[src/rtl/td4_defs.sv]
// Shared definitions for the TD4 core: opcode constants, instruction layout
// and the sequential program-counter step.
package td4_defs;

    localparam logic [3:0] OP_ADD_A    = 4'b0000;
    localparam logic [3:0] OP_MOV_A_B  = 4'b0001;
    localparam logic [3:0] OP_IN_A     = 4'b0010;
    localparam logic [3:0] OP_MOV_A_IM = 4'b0011;
    localparam logic [3:0] OP_MOV_B_A  = 4'b0100;
    localparam logic [3:0] OP_ADD_B    = 4'b0101;
    localparam logic [3:0] OP_IN_B     = 4'b0110;
    localparam logic [3:0] OP_MOV_B_IM = 4'b0111;
    localparam logic [3:0] OP_OUT_B    = 4'b1001;
    localparam logic [3:0] OP_OUT_IM   = 4'b1011;
    localparam logic [3:0] OP_JNC      = 4'b1110;
    localparam logic [3:0] OP_JMP      = 4'b1111;

    // Instruction word as fetched from the program ROM.
    typedef struct packed {
        logic [3:0] opcode;
        logic [3:0] imm;
    } instr_t;

    // Sequential fetch: PC+1, wrapping 15 -> 0 through the 4-bit width.
    function automatic logic [3:0] pc_step(input logic [3:0] pc);
        return pc + 4'd1;
    endfunction

endpackage

[src/rtl/td4_alu.sv]
// TD4 adder: 4-bit operand plus immediate, producing a 4-bit sum and carry.
module td4_alu (
    input  logic [3:0] opnd,
    input  logic [3:0] imm,
    output logic [3:0] sum,
    output logic       carry
);

    // Five-bit add; bit 4 becomes the carry flag.
    always_comb begin
        {carry, sum} = {1'b0, opnd} + {1'b0, imm};
    end

endmodule

[src/rtl/td4_core.sv]
// TD4 4-bit single-cycle CPU core: decode, program counter and register file.
// One instruction executes per rising CLK edge; the ROM is read combinationally
// from ADDRESS and returns INSTR in the same cycle.
module td4_core
    import td4_defs::*;
(
    input  logic       CLK,
    input  logic       RESET,
    input  logic [7:0] INSTR,
    output logic [3:0] ADDRESS,
    input  logic [3:0] IN,
    output logic [3:0] OUT
);

    // Architectural state.
    logic [3:0] a_r;
    logic [3:0] b_r;
    logic [3:0] out_r;
    logic [3:0] pc_r;
    logic       c_r;

    // Next-state values from the decoder.
    logic [3:0] a_nxt_s;
    logic [3:0] b_nxt_s;
    logic [3:0] out_nxt_s;
    logic [3:0] pc_nxt_s;
    logic       c_nxt_s;

    // Decoded fields and adder signals.
    instr_t     instr_s;
    logic [3:0] alu_opnd_s;
    logic [3:0] alu_sum_s;
    logic       alu_carry_s;

    assign instr_s = instr_t'(INSTR);

    // ADD B is the only instruction that adds to B; every other add uses A.
    assign alu_opnd_s = (instr_s.opcode == OP_ADD_B) ? b_r : a_r;

    td4_alu u_alu (
        .opnd  (alu_opnd_s),
        .imm   (instr_s.imm),
        .sum   (alu_sum_s),
        .carry (alu_carry_s)
    );

    // Instruction decode: compute the next value of every state register.
    always_comb begin
        a_nxt_s   = a_r;
        b_nxt_s   = b_r;
        out_nxt_s = out_r;
        pc_nxt_s  = pc_step(pc_r);
        c_nxt_s   = 1'b0;
        case (instr_s.opcode)
            OP_ADD_A: begin
                a_nxt_s = alu_sum_s;
                c_nxt_s = alu_carry_s;
            end
            OP_ADD_B: begin
                b_nxt_s = alu_sum_s;
                c_nxt_s = alu_carry_s;
            end
            OP_MOV_A_IM: a_nxt_s   = instr_s.imm;
            OP_MOV_B_IM: b_nxt_s   = instr_s.imm;
            OP_MOV_A_B:  a_nxt_s   = b_r;
            OP_MOV_B_A:  b_nxt_s   = a_r;
            OP_IN_A:     a_nxt_s   = IN;
            OP_IN_B:     b_nxt_s   = IN;
            OP_OUT_B:    out_nxt_s = b_r;
            OP_OUT_IM:   out_nxt_s = instr_s.imm;
            OP_JMP:      pc_nxt_s  = instr_s.imm;
            OP_JNC: begin
                // The flag tested is the one left by the previous instruction.
                if (c_r == 1'b0) begin
                    pc_nxt_s = instr_s.imm;
                end else begin
                    pc_nxt_s = pc_step(pc_r);
                end
            end
            default: begin
                // Unassigned opcodes are NOPs: PC advances, carry clears.
                pc_nxt_s = pc_step(pc_r);
            end
        endcase
    end

    // State register: asynchronous clear, otherwise commit the decoded update.
    always_ff @(posedge CLK or posedge RESET) begin
        if (RESET) begin
            a_r   <= 4'd0;
            b_r   <= 4'd0;
            out_r <= 4'd0;
            pc_r  <= 4'd0;
            c_r   <= 1'b0;
        end else begin
            a_r   <= a_nxt_s;
            b_r   <= b_nxt_s;
            out_r <= out_nxt_s;
            pc_r  <= pc_nxt_s;
            c_r   <= c_nxt_s;
        end
    end

    assign ADDRESS = pc_r;
    assign OUT     = out_r;

endmodule

[config.mk]
export PLATFORM = sky130hd
export DESIGN_NAME = td4_core
export DESIGN_NICKNAME = d
export VERILOG_FILES = /design/src/rtl/td4_defs.sv /design/src/rtl/td4_alu.sv /design/src/rtl/td4_core.sv
export SDC_FILE = /design/constraint.sdc
export NUM_CORES = 1
export LEC_CHECK = 0
export CAP_MARGIN = 40
export CORE_UTILIZATION = 28
export DETAILED_ROUTE_END_ITERATION = 8
export GPL_ROUTABILITY_DRIVEN = 0
export SLEW_MARGIN = 5
export SYNTH_ARGS = -nofsm -noshare
export SYNTH_HDL_FRONTEND = slang
export SYNTH_HIERARCHICAL = 1
export SYNTH_SLANG_ARGS = --single-unit
[constraint.sdc]
create_clock -name CLK -period 3.05 [get_ports CLK]
set_clock_uncertainty 0.2 [all_clocks]
set_input_delay 0.61 -clock CLK [delete_from_list [all_inputs] [get_ports CLK]]
set_output_delay 0.61 -clock CLK [all_outputs]
set_load 0.03 [all_outputs]
==> impl_metrics.ini <==
[worst_setup_path]
cp_max_fo = 4
cp-start-kind = input pin
cpMostUsedCell = mux2_4
cp.arrival_ns = 2.93
reg2reg_to = b_r[3]
critPathSlowestCell = mux4_2
ff2ff_path_depth = 7
cp-end-kind = register
r2r-start = b_r[1]
r2r_slack_ns = 0.67
cp.required_ns = 2.98
max_stage_delay_ns = 0.45
crit_path_cell_trace = buf_6 > and2b_2 > nor3b_4 > mux2_4 > ha_4 > a21o_1 > a21oi_2 > xnor2_2 > mux4_2 > mux2_4
criticalPathCategory = in2reg

[routing]
wl_per_cell_um = 15.1
vias_per_cell = 4.83
antenna_left = 0
first_iter_violations = 34
drcViolationCount = 0
wl_mm = 2.52
vias = 807
dr.pass1.iters = 4

[finish]
final_cells = 167
num_antenna_cells = 0
syn2layout_area_growth_pct = 35.5
regArea_um2 = 425
num-fill-cells = 373
final_cell_area_um2 = 1560
nets = 140
drive_gt1_share_pct = 39.5
multi_input_comb_area_um2 = 727

[global_routing]
first_global_vias = 861
grt-ovfl-total = 0
grtUsageTotal_pct = 12.9
antenna_found_initial = 0
grt_first_pass_wirelength_mm = 4.12
grt_max_degree = 18

[synth]
async_flop_share_pct = 100
netlist_area_um2 = 1150
syn_area_per_cell_um2 = 13.3
ys.flop_type = dfrtp_1
yosys_warnings = 6
syn-num-nets = 107
synth_seq_cells = 17
synthCells = 87
yosysSeqAreaShare_pct = 36.9
synth_edf_count = 0
synth_cell_types = 24

[pwr]
irDropWorstVdd_mv = 0.187
power.leakage_nw = 0.666
power_density_nw_per_um2 = 747

[flow_run]
maxCapViolCount = 0

[placement]
place_area_um2 = 1500
port_buffers = 21
hpwl_mm = 1.96
dp_cells = 163

[timing]
max_freq_mhz = 333
relSlewSlack_pct = 54.7
worst_slew_pin_slew_ns = 0.679
period_share_pct = 98.3
final_hold_viol_count = 0
rsz0062_at_grt = true
finalSetupTns_ns = 0
final.min_clock_period_ns = 3.00
finalMaxSlewViolations = 0
setup_viol = 0

[clock_network]
hold_buffers = 0
cts_tree = built
clk_pin_slew_ns = 0.07
numCtsBuffers = 3
clock_latency_ns = 0.25
cts.sinks = 17
clock_tree.root_cell = clkbuf_8
cts_buffer_depth = 2
cts_setup_buffers = 0
cts_htree_levels = 1

[floorplan]
core_area_um2 = 3800
initial_core_util_pct = 30.4
die_area_um2 = 4380
io_pins = 22
std_cell_rows = 22
die_h_um = 66.2
die_w_um = 66.2

[min_path]
hold_path.class = reg2reg
hold_path_startpoint = OUT[1]
hold_path_depth = 2
min_to = OUT[1]

[run_status]
outcome = completed
==> cell families (layout without fill, tap and decap cells) <==
family / Yosys count / after routing / share of synthesized area (%)
AOI/OAI and AO/OA: 8 / 8 / 4.34
adders and majority gates: 6 / 6 / 7.16
buffers and inverters: 10 / 42 / 5.53
xor gates and xnor gates: 5 / 5 / 3.80
DFF: 17 / 17 / 36.9
muxes: 28 / 28 / 34.9
and+or+nand+nor: 13 / 13 / 7.38
==> flip-flops by register name, indices dropped and copies added (netlist names) <==
signal,count
a_r,4
OUT,4
ADDRESS,4
b_r,4
c_r,1
==> placed cells by master (no fill, tap or decap), types with 2 or more instances in the layout <==
master           Yosys  layout
ha_4                 0       3
xor2_1               2       2
buf_4                0      10
mux2_4               0       4
nand3_1              2       2
clkdlybuf4s50_1      0      17
inv_1                7       6
nand2_1              4       4
o21ai_0              5       5
mux4_2               7       7
mux2_2              15      11
ha_1                 5       2
mux2i_1              5       5
xnor2_1              3       2
clkbuf_8             0       3
dlygate4sd2_1        0       2
dfrtp_1             17      17
a21oi_2              2       2
==> worst max-delay path, delay by kind of cell <==
| kind | cells | cell delay, ns |
|---|---|---|
| buffers and inverters | 1 | 0.09 |
| adder cells (fa/ha/maj) | 1 | 0.21 |
| multiplexers | 3 | 1.07 |
| XOR/XNOR | 1 | 0.10 |
| AO/OA/AOI/OAI | 2 | 0.34 |
| AND/OR/NAND/NOR | 2 | 0.51 |
==> through the flow <==
stage	hold WS (ns)	total power, mW	util, %	worst slack [ns]
after global placement	0.266	0.967	39.5	-0.514
after detailed placement	0.276	0.984	39.5	-0.545
after global routing	0.318	1.26	41.1	-0.0257
final	0.281	1.17	41.1	0.0508
after floorplan	0.292	0.803	-	-0.0227
after CTS	0.292	1.17	40.9	0.0105
==> worst max path at each step <==
stage / startpoint / slack (ns) / end / cells past startpoint
detailed placement: INSTR[6] / -0.54 / b_r[1] / 10
finish: INSTR[7] / 0.05 / b_r[3] / 10
floorplan: INSTR[7] / -0.02 / b_r[3] / 9
global route: INSTR[7] / -0.03 / b_r[3] / 10
CTS: INSTR[6] / 0.01 / b_r[3] / 10
global placement: INSTR[7] / -0.51 / b_r[3] / 10
==> layer usage <==
layer  share of wire (%)  vias up  track usage [%]
met5                   0        -                0
met4                0.40        0             3.19
met1                  48      402             16.8
li1                    -      389                -
met3                 3.5        2             3.10
met2                  48       14             21.3
==> synth_stat cells, types with 2 or more instances <==
master   instances  area share, %
dfrtp_1         17             37
mux2_2          15             15
inv_1            7            2.3
mux4_2           7             14
ha_1             5            5.4
mux2i_1          5            4.3
o21ai_0          5            2.2
nand2_1          4            1.3
xnor2_1          3            2.3
a21oi_2          2            1.5
buf_6            2            2.0
nand3_1          2           0.87
xor2_1           2            1.5
==> timing repair <==
action / in CTS / in global routing
gates resized for setup: 13 / 3
pin swaps: 5 / 4
setup endpoints to repair: 6 / 4
==> area by class of cell <==
type	count	area share [%]
multi-input combinational	60	46.5
sequential	17	27.2
timing repair buffer	31	17.9
tap	48	3.84
clock buffer	4	2.88
inverter	7	1.68
==> report_power, final <==
| part | switching (mW) | leakage, nW | internal (mW) |
|---|---|---|---|
| combinational | 0.258 | 0.440 | 0.355 |
| sequential | 0.0720 | 0.204 | 0.314 |
| clock | 0.0760 | 0.0228 | 0.0926 |
Power figures use the tool's default switching activity.
